==> config.mk <==
export PLATFORM = sky130hd
export DESIGN_NAME = ctrl_fsm
export DESIGN_NICKNAME = d
export VERILOG_FILES = /design/src/rtl/ctrl_fsm.sv
export SDC_FILE = /design/constraint.sdc
export NUM_CORES = 1
export LEC_CHECK = 0
export CAP_MARGIN = 20
export CORE_MARGIN = 2
export CORE_UTILIZATION = 40
export DETAILED_ROUTE_END_ITERATION = 6
export PLACE_DENSITY = 0.82
export SYNTH_ARGS = -nofsm -noshare
export SYNTH_HDL_FRONTEND = slang
export SYNTH_SLANG_ARGS = --single-unit
==> constraint.sdc <==
create_clock -name clk -period 1.8 [get_ports clk]
set_clock_uncertainty 0.2 [all_clocks]
set_input_delay 0.36 -clock clk [delete_from_list [all_inputs] [get_ports clk]]
set_output_delay 0.36 -clock clk [all_outputs]
set_load 0.05 [all_outputs]
==> src/rtl/ctrl_fsm.sv <==
// ctrl_fsm -- multi-cycle processor control state machine.
//
// Sequences FETCH -> DECODE -> EXEC -> (MEM) -> (WB) -> FETCH, and parks
// in HALT on opcodes 110/111 until reset.
//
// Ports:
//   clk        system clock, all state changes on the rising edge
//   rst        asynchronous active-high reset
//   opcode     decoded opcode, sampled in DECODE only
//   func       decoded function field, sampled in DECODE only
//   br_cond    branch condition, used in EXEC for opcode 011
//   mem_ready  memory completes the current request this cycle
//   ir_we, pc_we, reg_we, alu_src, mem_req, mem_wr, link, halt
//              control strobes (1 bit each)
//   pc_src     00 PC+1, 01 branch target, 10 jump target
//   state      current state (FETCH=0 .. HALT=5)
//
// Optional build macro CTRL_PERF_CNT_EN adds two free-running counters:
//   retired    instructions completed (entries into FETCH from EXEC/MEM/WB)
//   stall_cyc  FETCH/MEM cycles spent waiting for mem_ready
module ctrl_fsm (
  input  logic        clk,
  input  logic        rst,
  input  logic [2:0]  opcode,
  input  logic [3:0]  func,
  input  logic        br_cond,
  input  logic        mem_ready,
  output logic        ir_we,
  output logic        pc_we,
  output logic        reg_we,
  output logic        alu_src,
  output logic        mem_req,
  output logic        mem_wr,
  output logic        link,
  output logic        halt,
  output logic [1:0]  pc_src,
  output logic [2:0]  state
`ifdef CTRL_PERF_CNT_EN
  ,
  output logic [31:0] retired,
  output logic [31:0] stall_cyc
`endif
);

  typedef enum logic [2:0] {
    S_FETCH  = 3'd0,
    S_DECODE = 3'd1,
    S_EXEC   = 3'd2,
    S_MEM    = 3'd3,
    S_WB     = 3'd4,
    S_HALT   = 3'd5
  } state_t;

  localparam logic [2:0] OP_ALU  = 3'b000;
  localparam logic [2:0] OP_IMM  = 3'b001;
  localparam logic [2:0] OP_LS   = 3'b010;
  localparam logic [2:0] OP_BR   = 3'b011;
  localparam logic [2:0] OP_JMP  = 3'b100;
  localparam logic [2:0] OP_CALL = 3'b101;

  state_t     state_reg;
  logic [2:0] op_reg;
  logic [3:0] func_reg;

  // Opcode 101 with func[1:0]==01 is a call (jump + link write-back);
  // any other func is a plain jump/return.
  logic is_call;
  assign is_call = (op_reg == OP_CALL) && (func_reg[1:0] == 2'b01);

  // Only func[1:0] steer the control flow; the upper bits are latched
  // for completeness but have no effect here.
  logic func_hi_unused;
  assign func_hi_unused = ^func_reg[3:2];

  always_ff @(posedge clk or posedge rst) begin
    if (rst) begin
      state_reg <= S_FETCH;
      op_reg    <= 3'b000;
      func_reg  <= 4'b0000;
    end else begin
      case (state_reg)
        S_FETCH: begin
          if (mem_ready) state_reg <= S_DECODE;
        end
        S_DECODE: begin
          op_reg    <= opcode;
          func_reg  <= func;
          state_reg <= (opcode[2:1] == 2'b11) ? S_HALT : S_EXEC;
        end
        S_EXEC: begin
          case (op_reg)
            OP_ALU, OP_IMM: state_reg <= S_WB;
            OP_LS:          state_reg <= S_MEM;
            OP_CALL:        state_reg <= is_call ? S_WB : S_FETCH;
            default:        state_reg <= S_FETCH;
          endcase
        end
        S_MEM: begin
          // func[0]=1 is a store: nothing to write back.
          if (mem_ready) state_reg <= func_reg[0] ? S_FETCH : S_WB;
        end
        S_WB:    state_reg <= S_FETCH;
        S_HALT:  state_reg <= S_HALT;
        default: state_reg <= S_FETCH;
      endcase
    end
  end

  assign state = state_reg;

  // Strobes are decoded from the state and the latched instruction. The
  // FETCH/MEM handshake and the branch decision are qualified in the same
  // cycle by mem_ready and br_cond. Everything is held quiet while rst is
  // asserted so an aborted instruction issues no write.
  always_comb begin
    ir_we   = 1'b0;
    pc_we   = 1'b0;
    reg_we  = 1'b0;
    alu_src = 1'b0;
    mem_req = 1'b0;
    mem_wr  = 1'b0;
    link    = 1'b0;
    halt    = 1'b0;
    pc_src  = 2'b00;
    if (!rst) begin
      case (state_reg)
        S_FETCH: begin
          mem_req = 1'b1;
          ir_we   = mem_ready;
          pc_we   = mem_ready;
        end
        S_EXEC: begin
          case (op_reg)
            OP_IMM, OP_LS: alu_src = 1'b1;
            OP_BR: begin
              pc_we  = br_cond;
              pc_src = br_cond ? 2'b01 : 2'b00;
            end
            OP_JMP, OP_CALL: begin
              pc_we  = 1'b1;
              pc_src = 2'b10;
            end
            default: ;
          endcase
        end
        S_MEM: begin
          mem_req = 1'b1;
          mem_wr  = func_reg[0];
        end
        S_WB: begin
          reg_we = 1'b1;
          link   = is_call;
        end
        S_HALT:  halt = 1'b1;
        default: ;
      endcase
    end
  end

`ifdef CTRL_PERF_CNT_EN
  // An instruction retires on the edge that takes EXEC/MEM/WB back to FETCH.
  logic retire;
  always_comb begin
    retire = 1'b0;
    case (state_reg)
      S_EXEC:  retire = !((op_reg == OP_ALU) || (op_reg == OP_IMM) ||
                          (op_reg == OP_LS) || is_call);
      S_MEM:   retire = mem_ready && func_reg[0];
      S_WB:    retire = 1'b1;
      default: retire = 1'b0;
    endcase
  end

  always_ff @(posedge clk or posedge rst) begin
    if (rst) begin
      retired   <= 32'd0;
      stall_cyc <= 32'd0;
    end else begin
      if (retire) retired <= retired + 32'd1;
      if (((state_reg == S_FETCH) || (state_reg == S_MEM)) && !mem_ready)
        stall_cyc <= stall_cyc + 32'd1;
    end
  end
`endif

endmodule

== Yosys cells after proc, flatten, opt, wreduce, memory -nomap -nowiden ==
Cells that the tools add are included.

* Output and inout bits: 13
* Input bits: 11
* Register bits: 8
* Word-level logic and storage cells: 54

* Reduce and logical (&&, ||, !) cells: 8
* Mux-type cells: 29
* Eq/ne operators: 14

{| class="wikitable"
|+ Operators by type and width
! operator !! count
|-
| 1-bit 2-to-1 mux || 17
|-
| 3-bit 2-to-1 mux || 5
|-
| 3-bit case mux with 5 select lines || 1
|-
| 3-bit by 2-bit == test with 1-bit output (second input constant) || 4
|-
| 3-bit == test (second input constant) || 4
|-
| 3-bit case mux with 3 select lines || 1
|-
| 2-bit OR reduction || 4
|-
| 3-bit by 1-bit == test with 1-bit output (second input constant) || 2
|-
| 3-bit zero test || 2
|-
| 2-bit 2-to-1 mux || 2
|-
| 2-bit inequality test (second input constant) || 2
|-
| 1-bit case mux with 2 select lines || 2
|-
| 2-bit case mux with 2 select lines || 1
|-
| 2-bit by 1-bit == test with 1-bit output (second input constant) || 1
|-
| 2-bit == test (second input constant) || 1
|-
| 2-bit AND reduction || 1
|-
| 1-bit logical AND || 1
|}

== Logic depth before layout (Yosys ltp) ==
Gate-level depths: netlist of the first run.

* Word-level depth: 5
* Mapped depth: 4
* Mapped depth without buffers: 3

== Least setup slack after synthesis of the first run ==
OpenSTA, ideal clock, no wires.

* Path type: register to output
* From: reg state_reg[2], in the netlist state[2]
* To: out link
* Slack: -1.351 ns
* Data arrival time: 2.591 ns
* Path buffers: 1
* Data required time: 1.240 ns
* Cell stages (with the launch flop): 5
* Cell sequence: dfrtp_1 -> buf_4 -> nand2b_1 -> nor3_1 -> and2_1

* Word-level cells in the longest chain between the ends: 3

{| class="wikitable"
|+ Ends and longest elaborated chain
! item !! line !! text
|-
| start, declared || 61 || <nowiki>state_t state_reg;</nowiki>
|-
| start signal, assigned || 88 || <nowiki>state_reg <= (opcode[2:1] == 2'b11) ? S_HALT : S_EXEC;</nowiki>
|-
| start signal, assigned || 94 || <nowiki>OP_CALL: state_reg <= is_call ? S_WB : S_FETCH;</nowiki>
|-
| start signal, assigned || 100 || <nowiki>if (mem_ready) state_reg <= func_reg[0] ? S_FETCH : S_WB;</nowiki>
|-
| 3-bit == test || 126 || <nowiki>case (state_reg)</nowiki>
|-
| 1-bit 2-to-1 mux || 126 ||
|-
| 1-bit 2-to-1 mux || 125 || <nowiki>if (!rst) begin</nowiki>
|-
| end, declared || 34 || <nowiki>output logic link,</nowiki>
|}

Every way passes these cells.

== Worst setup path in the final report of the first run ==
* From: reg state_reg[0], in the netlist state[0]
* To: out pc_src[0]

* Word-level cells in the longest chain between the ends: 3

{| class="wikitable"
|+ Ends and longest elaborated chain
! item !! line !! text
|-
| 3-bit by 2-bit == test with 1-bit output || 126 ||
|-
| 2-bit 2-to-1 mux || 126 ||
|-
| 2-bit 2-to-1 mux || 125 ||
|-
| end, declared || 36 || <nowiki>output logic [1:0] pc_src,</nowiki>
|}

Every way passes these cells.

==> impl_metrics.prom, run 1 <==
# TYPE chip_impl_metric gauge
chip_impl_info{name="capture_point_of_the_worst_path",value="pc_src[0]"} 1
chip_impl_info{name="critical-path-top-delay-family",value="flip-flops"} 1
chip_impl_metric{name="area_delta_synth_final",unit="%"} 122.0
chip_impl_info{name="regToRegStartpoint",value="state[0]$_DFFE_PP0P_"} 1
chip_impl_metric{name="drt_iter0_markers",unit=""} 20
chip_impl_metric{name="synth_cells",unit=""} 58
chip_impl_metric{name="floorplan.die.width",unit="µm"} 40.93
chip_impl_metric{name="detailroute.wirelength.met3",unit="µm"} 105
chip_impl_metric{name="die_y",unit="µm"} 40.93
chip_impl_metric{name="timing_max_transition_violations_final",unit=""} 0
chip_impl_metric{name="final_layout_size_suffix_gt1_share",unit="%"} 62.38
chip_impl_metric{name="syn-num-nets",unit=""} 69
chip_impl_metric{name="ff2ff_setup_slack",unit="ns"} 0.10
chip_impl_metric{name="yosys.cell_types.count",unit=""} 27
chip_impl_metric{name="cts_max_path_buffers",unit=""} 2
chip_impl_metric{name="worst_slew_pin_slew",unit="ns"} 0.2971
chip_impl_metric{name="drt-vias-per-instance",unit=""} 5.483
chip_impl_metric{name="timing.critical_path.depth",unit=""} 5
chip_impl_info{name="crit_path_start_kind",value="flop"} 1
chip_impl_info{name="unrepaired_setup_endpoints_after_global_routing",value="yes"} 1
chip_impl_metric{name="timing.critical_path.slowest_cell_delay",unit="ns"} 0.47
chip_impl_metric{name="report.final.hold_viol_count",unit=""} 0
chip_impl_metric{name="grt_start_max_net_pins",unit=""} 9
chip_impl_metric{name="final_setup_violation_count",unit=""} 9
chip_impl_info{name="yosys-top-cells-area",value="dfrtp_1 37%, mux2_2 10%, nor2_1 5.5%"} 1
chip_impl_metric{name="power_per_cell_area",unit="nW/µm²"} 1683
chip_impl_metric{name="place_hpwl",unit="mm"} 1.225
chip_impl_metric{name="antenna_violations_before_repair",unit=""} 0
chip_impl_info{name="most_used_cells_in_the_layout_excluding_fill_and_tap_cells",value="14 x buf_4, 13 x buf_12, 6 x clkdlybuf4s50_1, 6 x buf_6"} 1
chip_impl_metric{name="postCtsHoldBufs",unit=""} 0
chip_impl_metric{name="crit_fanout",unit=""} 6
chip_impl_info{name="critPathCaptureType",value="primary output"} 1
chip_impl_metric{name="via_count_of_the_first_global_routing_pass",unit=""} 627
chip_impl_metric{name="fin_ws",unit="ns"} -0.1546
chip_impl_metric{name="grt_use_total",unit="%"} 29.01
chip_impl_metric{name="final_net_count",unit=""} 113
chip_impl_metric{name="htreeDepth",unit=""} 1
chip_impl_metric{name="clock_tree_sinks",unit=""} 8
chip_impl_metric{name="worst_setup_hold_path_clk_slew",unit="ns"} 0.06
chip_impl_info{name="highest_layer",value="met4"} 1
chip_impl_metric{name="totalPowerFinal",unit="W"} 0.002038
chip_impl_metric{name="synth_sequential_area_ratio",unit="%"} 36.70
chip_impl_info{name="violations",value="negative setup slack"} 1
chip_impl_metric{name="worstPathArrival",unit="ns"} 1.39
chip_impl_metric{name="fp.coreArea",unit="µm²"} 1285
chip_impl_metric{name="grt.overflow.total",unit=""} 0
chip_impl_metric{name="maxClockFrequency",unit="MHz"} 511.6
chip_impl_metric{name="mappedNetlistArea",unit="µm²"} 545.5
chip_impl_metric{name="quantity_of_i_o_buffers_inserted_on_ports",unit=""} 21
chip_impl_metric{name="leakagePower",unit="nW"} 0.5246
chip_impl_metric{name="worstPathBufferInverterCount",unit=""} 2
chip_impl_info{name="hp-class",value="in -> async"} 1
chip_impl_metric{name="finalWeightedCongestion",unit=""} 0.8799
chip_impl_metric{name="cts_made_buffers",unit=""} 3
chip_impl_metric{name="post-route-min-period",unit="ns"} 1.955
chip_impl_metric{name="avgSynthCellArea",unit="µm²"} 9.406
chip_impl_metric{name="routed-wl-met2",unit="mm"} 1.171
chip_impl_metric{name="post_detailed_route_wirelength_per_cell",unit="µm"} 18.30
chip_impl_metric{name="fin_crit_sh",unit="%"} 108.6
chip_impl_info{name="cp_slowest_cell",value="dfrtp_2"} 1
chip_impl_info{name="leading_cell_type_in_the_layout_fill_and_taps_excluded",value="buf_4"} 1
chip_impl_metric{name="timing.max_cap.violations",unit=""} 0
chip_impl_metric{name="synth.ff_latch_count",unit=""} 8
chip_impl_info{name="synthDominantAreaCellType",value="dfrtp_1"} 1
chip_impl_info{name="timing_worst_setup_path_type",value="reg -> out"} 1
chip_impl_metric{name="rows",unit=""} 13
chip_impl_metric{name="wirelength_met1",unit="µm"} 779
chip_impl_metric{name="floorplan.die_area",unit="µm²"} 1675
chip_impl_info{name="clockRootBuffer",value="clkbuf_4"} 1
chip_impl_metric{name="drtPass1Iterations",unit=""} 4
chip_impl_metric{name="setup_total_negative_slack",unit="ns"} -0.9196
chip_impl_metric{name="num_vias",unit=""} 636
chip_impl_metric{name="routed_wirelength",unit="mm"} 2.123
chip_impl_info{name="worst_r2r_endpoint",value="func_reg[1]$_DFFE_PP0N_"} 1
chip_impl_metric{name="design.portCount",unit=""} 24
chip_impl_metric{name="post-synth-top-area-fraction",unit="%"} 36.70
chip_impl_info{name="outcome",value="complete, but fails checks"} 1
chip_impl_metric{name="floorplan.initialDensity",unit="%"} 42.45
chip_impl_metric{name="antenna_cells_inserted",unit=""} 0
chip_impl_info{name="critPathLaunch",value="state[0]$_DFFE_PP0P_"} 1
chip_impl_metric{name="grt_pass1_wl",unit="mm"} 2.987
chip_impl_info{name="tritoncts",value="done"} 1
chip_impl_metric{name="reg2reg_depth",unit=""} 5
chip_impl_metric{name="required",unit="ns"} 1.24
chip_impl_info{name="worstPathCellList",value="nor2b_4, nand2_4, buf_6, nor2_4, buf_12"} 1
chip_impl_metric{name="worstSkewPairLatency",unit="ns"} 0.27
chip_impl_metric{name="slew_headroom",unit="%"} 80.17
chip_impl_metric{name="drcViolationCount",unit=""} 0
chip_impl_metric{name="ant_nets",unit=""} 0
chip_impl_metric{name="peakVddDrop",unit="V"} 0.001497
chip_impl_metric{name="yosys_warnings",unit=""} 0
## synthesized netlist by cell type
library cell  count
nor2_4            1
nor3b_1           1
a31o_2            1
nand4b_1          1
nor3_1            2
nor2b_4           1
o211ai_1          1
nand4bb_1         1
nand2b_4          1
a211oi_1          1
inv_1             1
nor2_1            8
nand2b_1          3
xnor2_1           1
a211o_1           1
a21oi_1           2
nand3b_1          1
nor4b_1           2
or3_1             1
or2_1             1
and2_1            1
nand2_1           7
buf_4             3
dfrtp_1           8
mux2_2            5
nor4bb_1          1
and3_1            1
## worst min-delay path, stage by stage
cell	delay, ns
dlygate4sd2_1	0.30
buf_4	0.17
inv_1	0.23
## area by class of cell
type	instances	area, µm²
Tap cell	15	18.77
Inverter	1	3.754
Multi-Input combinational cell	46	427.9
Sequential cell	8	205.2
Clock buffer	4	26.28
Timing Repair Buffer	42	529.3
Fill cell	42	73.82
## how the worst min path moves through the flow
stage	startpoint	slack [ns]	cells after the start	to
after floorplan	rst	-0.02	1	func_reg[0]$_DFFE_PP0N_
after global placement	func_reg[1]$_DFFE_PP0N_	0.28	1	func_reg[1]$_DFFE_PP0N_
after detailed placement	func_reg[1]$_DFFE_PP0N_	0.32	1	func_reg[1]$_DFFE_PP0N_
after CTS	rst	0.18	3	func_reg[0]$_DFFE_PP0N_
after global routing	rst	0.23	3	func_reg[0]$_DFFE_PP0N_
final	rst	0.21	3	func_reg[0]$_DFFE_PP0N_
## metrics by stage
step           utilization [%]  setup WS, ns  area [µm²]  hold slack [ns]  instances
2_1_floorplan                -       -0.3403       641.9         -0.02454         58
3_3_place_gp             80.53       -0.3076        1035           0.2823        100
3_5_place_dp             80.53       -0.3341        1035           0.3167        100
4_1_cts                  91.92       -0.1246        1181           0.1760        114
5_1_grt                  94.26       -0.2082        1211           0.2276        116
6_report                 94.26       -0.1546        1211           0.2062        116
## kinds of logic after synthesis
group / Yosys count / synth area share (%)
AND/OR/NAND/NOR: 34 / 38.77
flip-flops: 8 / 36.70
AO/OA/AOI/OAI: 6 / 7.800
multiplexers: 5 / 10.32
buffers and inverters: 4 / 4.816
XOR/XNOR: 1 / 1.606
## per-layer routing
metal	vias up	global-route usage, %
met5	-	0
met4	0	19.17
met3	8	5.435
met2	36	53.52
met1	298	28.81
li1	294	-
## power by group
group	internal, W	switching, W	leakage, nW
clock network	0.0000854	0.0000704	0.0150
logic	0.000757	0.000712	0.417
registers	0.000278	0.000135	0.0925
## timing repair
action	in CTS	in global routing
buffers inserted	10	2
endpoints found under the setup margin	10	10
pin swaps	6	5
gates resized for setup	14	4
(Power assumes the default switching activity.)
==> run 2: changes to the inputs <==
Clock period 1.8 ns to 2 ns, I/O delays scaled along.
==> impl_metrics.prom, run 2 (synthesis results as in run 1) <==
# TYPE chip_impl_metric gauge
chip_impl_info{name="outcome",value="complete, but fails checks"} 1
chip_impl_info{name="violations",value="negative setup slack"} 1
chip_impl_metric{name="timing.max_cap.violations",unit=""} 0
chip_impl_metric{name="antenna_violations_before_repair",unit=""} 0
chip_impl_metric{name="area_delta_synth_final",unit="%"} 105.0
chip_impl_metric{name="via_count_of_the_first_global_routing_pass",unit=""} 555
chip_impl_metric{name="die_y",unit="µm"} 40.93
chip_impl_metric{name="pwr-share-seq",unit="%"} 21.5
chip_impl_metric{name="drtPass1Iterations",unit=""} 4
chip_impl_metric{name="sw_frac_of_total",unit="%"} 44.98
chip_impl_metric{name="pre_cts_slack",unit="ns"} -0.2614
chip_impl_info{name="clockRootBuffer",value="clkbuf_4"} 1
chip_impl_metric{name="intPower",unit="W"} 0.0009257
chip_impl_metric{name="routed_wirelength",unit="mm"} 1.660
chip_impl_metric{name="post_detailed_route_wirelength_per_cell",unit="µm"} 15.37
chip_impl_metric{name="num_vias",unit=""} 594
chip_impl_info{name="crit_path_start_kind",value="input port"} 1
chip_impl_info{name="unrepaired_setup_endpoints_after_global_routing",value="yes"} 1
chip_impl_metric{name="worstPathArrival",unit="ns"} 1.42
chip_impl_info{name="worst_r2r_endpoint",value="op_reg[2]$_DFFE_PP0N_"} 1
chip_impl_metric{name="floorplan.die_area",unit="µm²"} 1675
chip_impl_metric{name="final_setup_violation_count",unit=""} 1
chip_impl_info{name="hp-class",value="in -> async"} 1
chip_impl_metric{name="antenna_cells_inserted",unit=""} 0
chip_impl_metric{name="cts_made_buffers",unit=""} 3
chip_impl_metric{name="grt.overflow.total",unit=""} 0
chip_impl_metric{name="total_switching_power",unit="W"} 0.0007568
chip_impl_metric{name="required",unit="ns"} 1.40
chip_impl_info{name="regToRegStartpoint",value="state[1]$_DFFE_PP0P_"} 1
chip_impl_metric{name="htreeDepth",unit=""} 1
chip_impl_metric{name="worstSkewPairLatency",unit="ns"} 0.26
chip_impl_metric{name="rows",unit=""} 13
chip_impl_metric{name="quantity_of_i_o_buffers_inserted_on_ports",unit=""} 21
chip_impl_metric{name="ant_nets",unit=""} 0
chip_impl_metric{name="final_layout_size_suffix_gt1_share",unit="%"} 60.22
chip_impl_metric{name="reg2reg_depth",unit=""} 4
chip_impl_metric{name="report.final.hold_viol_count",unit=""} 0
chip_impl_metric{name="drcViolationCount",unit=""} 0
chip_impl_metric{name="ff2ff_setup_slack",unit="ns"} 0.43
chip_impl_metric{name="grt_pass1_wl",unit="mm"} 2.553
chip_impl_info{name="timing_worst_setup_path_type",value="in -> out"} 1
chip_impl_metric{name="cts_max_path_buffers",unit=""} 2
chip_impl_metric{name="crit_fanout",unit=""} 2
chip_impl_info{name="tritoncts",value="done"} 1
chip_impl_metric{name="grt_start_max_net_pins",unit=""} 11
chip_impl_metric{name="drt_iter0_markers",unit=""} 15
chip_impl_metric{name="fin_crit_sh",unit="%"} 100.8
chip_impl_info{name="critPathCaptureType",value="primary output"} 1
chip_impl_metric{name="peakVddDrop",unit="V"} 0.0009706
chip_impl_metric{name="final_net_count",unit=""} 105
chip_impl_metric{name="post-route-min-period",unit="ns"} 2.016
chip_impl_metric{name="maxClockFrequency",unit="MHz"} 496.0
chip_impl_info{name="leading_cell_type_in_the_layout_fill_and_taps_excluded",value="buf_12"} 1
chip_impl_metric{name="floorplan.die.width",unit="µm"} 40.93
chip_impl_metric{name="clock_tree_sinks",unit=""} 8
chip_impl_metric{name="slew_headroom",unit="%"} 79.51
chip_impl_metric{name="totalPowerFinal",unit="W"} 0.001683
chip_impl_metric{name="floorplan.initialDensity",unit="%"} 42.45
chip_impl_metric{name="nFillCells",unit=""} 59
chip_impl_metric{name="design.portCount",unit=""} 24
chip_impl_metric{name="worst_setup_hold_path_clk_slew",unit="ns"} 0.06
chip_impl_metric{name="drt-vias-per-instance",unit=""} 5.500
chip_impl_metric{name="timing_max_transition_violations_final",unit=""} 0
chip_impl_metric{name="fp.coreArea",unit="µm²"} 1285
chip_impl_metric{name="fin_ws",unit="ns"} -0.01629
chip_impl_metric{name="leakagePower",unit="nW"} 0.4707
chip_impl_metric{name="place_hpwl",unit="mm"} 1.174
chip_impl_metric{name="grt_use_total",unit="%"} 24.60
chip_impl_metric{name="worst_slew_pin_slew",unit="ns"} 0.3033
chip_impl_metric{name="power.share.combinational",unit="%"} 70.2
chip_impl_metric{name="share_clk_of_total_power",unit="%"} 8.2
chip_impl_metric{name="power_per_cell_area",unit="nW/µm²"} 1504
chip_impl_info{name="most_used_cells_in_the_layout_excluding_fill_and_tap_cells",value="13 x buf_12, 10 x buf_4, 6 x clkdlybuf4s50_1"} 1
chip_impl_metric{name="finalWeightedCongestion",unit=""} 0.8711
-- run 2: cell types whose count changed in the layout (fill, tap and decap cells not counted), sizes merged --
cell          change
dlygate4sd2       +1
dlymetal6s2s      -1
buf               -8
-- run 2: repair_timing --
item / 4_1_cts / 5_1_grt
setup buffers: 6 / 0
pin swaps: 4 / 1
setup endpoints to repair: 9 / 8
hold buffers: 0 / 0
gates resized for setup: 8 / 6
-- run 2: power by group through the flow --
| stage | registers [W] | logic, W | clock network (W) |
|---|---|---|---|
| 3_3_place_gp | 0.000351 | 0.000983 | 0 |
| 6_report | 0.000362 | 0.00118 | 0.000138 |
| 3_5_place_dp | 0.000360 | 0.00101 | 0 |
| 4_1_cts | 0.000347 | 0.00115 | 0.000143 |
| 2_1_floorplan | 0.000411 | 0.000607 | 0 |
| 5_1_grt | 0.000379 | 0.00125 | 0.000146 |
-- run 2: metrics by stage --
stage	instance area, µm²	cells	hold WS, ns	utilization (%)	setup TNS [ns]
2_1_floorplan	634.4	58	0.01546	-	-0.8600
3_3_place_gp	999.7	98	0.2806	77.80	-0.8232
3_5_place_dp	999.7	98	0.3043	77.80	-1.161
4_1_cts	1101	108	0.2085	85.69	-0.008295
5_1_grt	1119	108	0.2731	87.05	-0.2645
6_report	1119	108	0.2383	87.05	-0.01629
-- run 2: worst max-delay path: stages --
cell             delay (ns)
clkdlybuf4s50_1        0.40
nand4b_1               0.13
nand2_1                0.09
a31o_4                 0.25
buf_12                 0.14
-- run 2: how the worst max path moves through the flow --
stage                          from        end  slack (ns)  cells past startpoint
2_1_floorplan  state[2]$_DFFE_PP0P_       link       -0.18                      4
3_3_place_gp                    rst    alu_src       -0.20                      5
3_5_place_dp                    rst    alu_src       -0.26                      5
4_1_cts        state[0]$_DFFE_PP0P_      pc_we      -0.005                      5
5_1_grt        state[0]$_DFFE_PP0P_  pc_src[1]       -0.06                      5
6_report                    br_cond      pc_we       -0.02                      5
-- run 2: area by class of cell --
class	count	area, µm²	area share (%)
inverters	1	3.754	0.3356
clock buffers	4	26.28	2.349
flip-flops and latches	8	206.4	18.46
multi-input cells	46	412.9	36.91
repair buffers	34	450.4	40.27
well taps	15	18.77	1.678
-- run 2: routing by layer --
layer | global-route usage, % | vias up | share of wire (%)
met5 | 0 | - | 0
met2 | 44.14 | 26 | 57
met4 | 12.50 | 0 | 0.84
met3 | 1.630 | 2 | 4.1
li1 | - | 275 | -
met1 | 28.91 | 291 | 38
